### config.mk
export PLATFORM = sky130hd
export DESIGN_NAME = seq_multiplier
export DESIGN_NICKNAME = d
export VERILOG_FILES = /design/src/rtl/mult_pkg.sv /design/src/rtl/mult_sign_mag.sv /design/src/rtl/seq_multiplier.sv
export SDC_FILE = /design/constraint.sdc
export NUM_CORES = 1
export LEC_CHECK = 0
export CORE_ASPECT_RATIO = 2
export CORE_MARGIN = 5
export CORE_UTILIZATION = 55
export CTS_CLUSTER_DIAMETER = 150
export DETAILED_ROUTE_END_ITERATION = 8
export GPL_ROUTABILITY_DRIVEN = 1
export PLACE_DENSITY = 0.8
export SYNTH_ARGS = -nofsm -noshare
export SYNTH_HDL_FRONTEND = slang
export SYNTH_SLANG_ARGS = --single-unit
### constraint.sdc
create_clock -name clk -period 4.02 [get_ports clk]
set_clock_uncertainty 0.1 [all_clocks]
set_input_delay 0.402 -clock clk [delete_from_list [all_inputs] [get_ports clk]]
set_output_delay 0.402 -clock clk [all_outputs]
set_load 0.02 [all_outputs]
### src/rtl/mult_pkg.sv
// Shared types and helpers for the sequential shift-add multiplier.
package mult_pkg;

    typedef enum logic [1:0] {
        IDLE = 2'd0,
        BUSY = 2'd1,
        DONE = 2'd2
    } state_t;

    // Bits needed to count 0..n-1; never less than one.
    function automatic int unsigned clog2_w(input int unsigned n);
        int unsigned w;
        w = 0;
        for (int unsigned i = 0; i < 32; i++) begin
            if (((n - 1) >> i) != 0) w = i + 1;
        end
        return (w == 0) ? 1 : w;
    endfunction

endpackage

### src/rtl/mult_sign_mag.sv
// Splits an operand into an unsigned magnitude and a sign bit; the magnitude
// keeps the full width so the most negative value stays representable.
module mult_sign_mag #(
    parameter int unsigned W = 8
) (
    input  logic [W-1:0] val,
    input  logic         signed_mode,
    output logic [W-1:0] mag,
    output logic         neg
);

    always_comb begin
        neg = signed_mode & val[W-1];
        mag = neg ? -val : val;
    end

endmodule

### src/rtl/seq_multiplier.sv
// Sequential shift-add multiplier, signed or unsigned per transaction,
// with valid/ready handshakes on operand and product sides.
module seq_multiplier
    import mult_pkg::*;
#(
    parameter int unsigned A_W = 8,
    parameter int unsigned B_W = 4
) (
    input  logic                 clk,
    input  logic                 rst_n,
    input  logic                 in_valid,
    output logic                 in_ready,
    input  logic [A_W-1:0]       in_a,
    input  logic [B_W-1:0]       in_b,
    input  logic                 in_signed,
    output logic                 out_valid,
    input  logic                 out_ready,
    output logic [A_W+B_W-1:0]   out_p,
    output logic                 busy
);

    localparam int unsigned P_W   = A_W + B_W;
    localparam int unsigned CNT_W = clog2_w(B_W);

    state_t            state_q, state_d;
    logic [A_W-1:0]    mag_a_q, mag_a_d;
    logic              neg_q, neg_d;
    logic [P_W-1:0]    acc_q, acc_d;
    logic [CNT_W-1:0]  cnt_q, cnt_d;
    logic [P_W-1:0]    out_p_q, out_p_d;

    logic [A_W-1:0]    in_mag_a;
    logic [B_W-1:0]    in_mag_b;
    logic              in_neg_a, in_neg_b;
    logic              last;
    logic [A_W:0]      sum;
    logic [P_W-1:0]    acc_step;

    mult_sign_mag #(.W(A_W)) u_sm_a (
        .val(in_a), .signed_mode(in_signed), .mag(in_mag_a), .neg(in_neg_a)
    );
    mult_sign_mag #(.W(B_W)) u_sm_b (
        .val(in_b), .signed_mode(in_signed), .mag(in_mag_b), .neg(in_neg_b)
    );

    // Multiplier magnitude rides in the low half of the accumulator and is
    // consumed one bit per shift while the product grows in from the top.
    always_comb begin
        last     = (cnt_q == CNT_W'(B_W - 1));
        sum      = {1'b0, acc_q[P_W-1:B_W]} + (acc_q[0] ? {1'b0, mag_a_q} : '0);
        acc_step = {sum, acc_q[B_W-1:1]};
    end

    always_ff @(posedge clk or negedge rst_n) begin
        if (!rst_n) begin
            state_q <= IDLE;
            mag_a_q <= '0;
            neg_q   <= 1'b0;
            acc_q   <= '0;
            cnt_q   <= '0;
            out_p_q <= '0;
        end else begin
            state_q <= state_d;
            mag_a_q <= mag_a_d;
            neg_q   <= neg_d;
            acc_q   <= acc_d;
            cnt_q   <= cnt_d;
            out_p_q <= out_p_d;
        end
    end

    always_comb begin
        state_d = state_q;
        case (state_q)
            IDLE:    if (in_valid)  state_d = BUSY;
            BUSY:    if (last)      state_d = DONE;
            DONE:    if (out_ready) state_d = IDLE;
            default:                state_d = IDLE;
        endcase
    end

    always_comb begin
        mag_a_d = mag_a_q;
        neg_d   = neg_q;
        acc_d   = acc_q;
        cnt_d   = cnt_q;
        out_p_d = out_p_q;
        if (state_q == IDLE && in_valid) begin
            mag_a_d = in_mag_a;
            neg_d   = in_neg_a ^ in_neg_b;
            acc_d   = {{A_W{1'b0}}, in_mag_b};
            cnt_d   = '0;
        end else if (state_q == BUSY) begin
            acc_d = acc_step;
            cnt_d = cnt_q + CNT_W'(1);
            if (last) out_p_d = neg_q ? -acc_step : acc_step;
        end
    end

    always_comb begin
        in_ready  = (state_q == IDLE);
        busy      = (state_q == BUSY);
        out_valid = (state_q == DONE);
        out_p     = out_p_q;
    end

endmodule

==> impl_metrics.yaml <==
sta:
  tns_ps: 0
  hold_viol_final: 0
  fin_crit_ps: 3020
  clock.fmax_ghz: 0.331
  rsz0062_at_grt: "no"
  setup_viol: 0
  worst_pin_slew_ps: 931
  slew_violations: 0
  fin_crit_sh_pct: 75.1
  relSlewSlack_pct: 37.8
final_layout:
  antenna_cells: 0
  area_growth_pct: 18.3
  nNetsFinal: 331
  drive_above_1_share_pct: 5.63
routing:
  drt-initial-drc-count: 32
  vias: 2026
  wirelength_mm: 5.15
  postRouteAntennaNets: 0
  via_per_inst: 5.69
  wl_per_cell_um: 14.5
  dr.pass1.iters: 4
  drc: 0
cts:
  insertion_delay_ps: 290
  cts.path.max_buffers: 2
  cts_max_level: 2
  clk_pin_slew_worst_paths_ps: 70
  ctsResizeCount: 0
  cts_root_buf: "clkbuf_8"
  numCtsBuffers: 5
  clkSinkCount: 37
  cts_tree: "done"
  cts_setup_buffers: 0
  holdBufCountCts: 0
synthesis:
  ys_top_cells_by_area: "dfrtp_1 (39%), nand2_1 (6.7%), o21ai_0 (6.5%), ha_1 (6.3%), xnor2_1 (5.1%)"
  yosys_warnings: 0
  syn_area_um2: 2400
  async_reset_ff_share_pct: 100
  yosys.area.top_type: "dfrtp_1"
  synth_cell_types: 51
  syn_inst: 274
  synth_flop_cell: "dfrtp_1"
  netlist.area_leader.share_pct: 38.6
  syn_nets: 304
  postSynthAreaPerCell_um2: 8.74
  ys_seq_elements: 37
  synth-edff-count: 0
  seq_area_frac_synth_pct: 38.6
run_status:
  status: "completed"
setup_path:
  path_cells: "and2_1 -> ha_1 -> fa_1 -> a21o_1 -> a211oi_1 -> o22ai_1 -> or3_1 -> or4_1 -> nand3_1"
  reg2reg_slack_ps: 1000
  crit_type: "reg2reg"
  arrival_ps: 3150
  cpMaxStageDelayCell: "fa_1"
  reg2regPathDepth: 9
  endpoint_kind: "register"
  worstSetupStartpointType: "register"
  path_max_fanout: 9
  worstSetupStartpoint: "acc_q[0]$_DFFE_PN0P_"
  r2r_start: "acc_q[0]$_DFFE_PN0P_"
  critPathRequiredTime_ps: 4150
  slowest_delay_ps: 470
  r2r_end: "out_p[11]$_DFFE_PN0P_"
worst_hold_path:
  holdPathEnd: "mag_a_q[4]$_DFFE_PN0P_"
  hp-class: "reg2reg"
  hold_start: "mag_a_q[4]$_DFFE_PN0P_"
  hold_depth: 2
grt:
  gr-usage-all-layers_pct: 20.1
  grt_pass1_vias: 2027
  grt_overflow_total: 0
  grt_pass1_wl_mm: 9.11
  grt_max_degree: 38
  antenna_found_initial: 0
job:
  maxCapViolCount: 0
floorplan:
  initial_core_util_pct: 55.8
  die_x_um: 56.7
  ios: 32
  rows: 34
  core_um2: 4300
  die_h_um: 103
  die_area_um2: 5860
power:
  vdd_drop_max_uv: 551
  power_density_nw_per_um2: 824
  power.leakage_nw: 1.25
  finalPower_mw: 2.34
placed_design:
  place_congestion: 0.929
  dp_hpwl_mm: 4.01
  port_buffers: 31
-- worst max-delay path, delay by kind of cell (launching register included) --
| family | cells | cell delay (ps) |
|---|---|---|
| adders and majority gates | 2 | 680 |
| DFF | 1 | 460 |
| and+or+nand+nor | 4 | 1020 |
| AOI/OAI and AO/OA | 3 | 700 |
-- registers in the layout, summed over array words and instances, names as in the netlist --
| name | cells |
|---|---|
| acc_q | 12 |
| cnt_q | 2 |
| mag_a_q | 8 |
| neg_q | 1 |
| out_p | 12 |
| state_q | 2 |
-- final cells by class --
type	count	area, µm²
Fill cell	358	1460
Multi-Input combinational cell	212	1360
Sequential cell	37	926
Timing Repair Buffer	32	318
Clock buffer	7	86.3
Tap cell	54	67.6
Inverter	13	48.8
Clock inverter	1	30.0
-- kinds of logic after synthesis --
group                    count (synthesis)  share of synthesized area, %
flip-flops                              37                          38.6
multiplexers                             4                          1.72
AND/OR/NAND/NOR                        110                          22.5
adder cells (fa/ha/maj)                 13                          7.10
AO/OA/AOI/OAI                           66                          18.4
XOR/XNOR                                19                          6.95
buffers and inverters                   25                          4.70
-- where the power goes --
part / internal, mW / switching (mW) / total (mW)
Sequential: 0.538 / 0.114 / 0.652
Clock: 0.202 / 0.129 / 0.331
Combinational: 0.559 / 0.794 / 1.35
-- how the worst max path moves through the flow --
stage                     cells past startpoint               endpoint
after floorplan                               9  out_p[11]$_DFFE_PN0P_
after global placement                        9  out_p[11]$_DFFE_PN0P_
after global routing                          9  out_p[11]$_DFFE_PN0P_
after CTS                                     9  out_p[11]$_DFFE_PN0P_
final                                         9  out_p[11]$_DFFE_PN0P_
after detailed placement                      9  out_p[11]$_DFFE_PN0P_
-- synth_stat cells (all sizes together) (2+ instances only) --
| cell | number |
|---|---|
| dfrtp | 37 |
| and3 | 3 |
| o2111ai | 2 |
| mux2i | 3 |
| nor2 | 15 |
| a21o | 3 |
| nand2 | 44 |
| nor3b | 3 |
| a21oi | 7 |
| or2 | 2 |
| a211oi | 6 |
| and2 | 9 |
| a31oi | 3 |
| nand2b | 4 |
| inv | 13 |
| xnor2 | 14 |
| o21ai | 32 |
| xor2 | 5 |
| clkbuf | 8 |
| o31ai | 2 |
| ha | 12 |
| nor3 | 5 |
| buf | 4 |
| nand4b | 3 |
| nand3 | 13 |
| or3 | 3 |
-- stage by stage --
step / worst slack (ps) / util [%] / cell area [µm²] / std cells / hold slack (ps)
2_1_floorplan: 1240 / - / 2400 / 274 / 6.41
3_3_place_gp: 1130 / 63.2 / 2720 / 348 / 353
3_5_place_dp: 1040 / 63.2 / 2720 / 348 / 363
4_1_cts: 1010 / 66.0 / 2830 / 356 / 379
5_1_grt: 790 / 66.0 / 2830 / 356 / 407
6_report: 1000 / 66.0 / 2830 / 356 / 375
-- placed cells by master (no fill, tap or decap), types with 2 or more instances in the layout --
master / count
nand2_1: 43
dfrtp_1: 37
o21ai_0: 31
clkdlybuf4s50_1: 31
nor2_1: 15
xnor2_1: 14
nand3_1: 13
inv_1: 12
ha_1: 12
and2_1: 9
a21oi_1: 7
a211oi_1: 6
clkbuf_8: 6
xor2_1: 5
nor3_1: 5
nand2b_1: 4
mux2i_1: 3
a31oi_1: 3
and3_1: 3
nand4b_1: 3
nor3b_1: 3
or3_1: 3
or2_2: 2
a21o_1: 2
o2111ai_1: 2
o31ai_1: 2
-- layer usage --
layer	up-vias	global-route usage (%)	wire length, µm
met3	21	2.98	130
met5	-	0	0
met1	955	20.6	1910
met2	35	36.6	2810
li1	1015	-	-
met4	0	14.3	297
(Power assumes the default switching activity.)
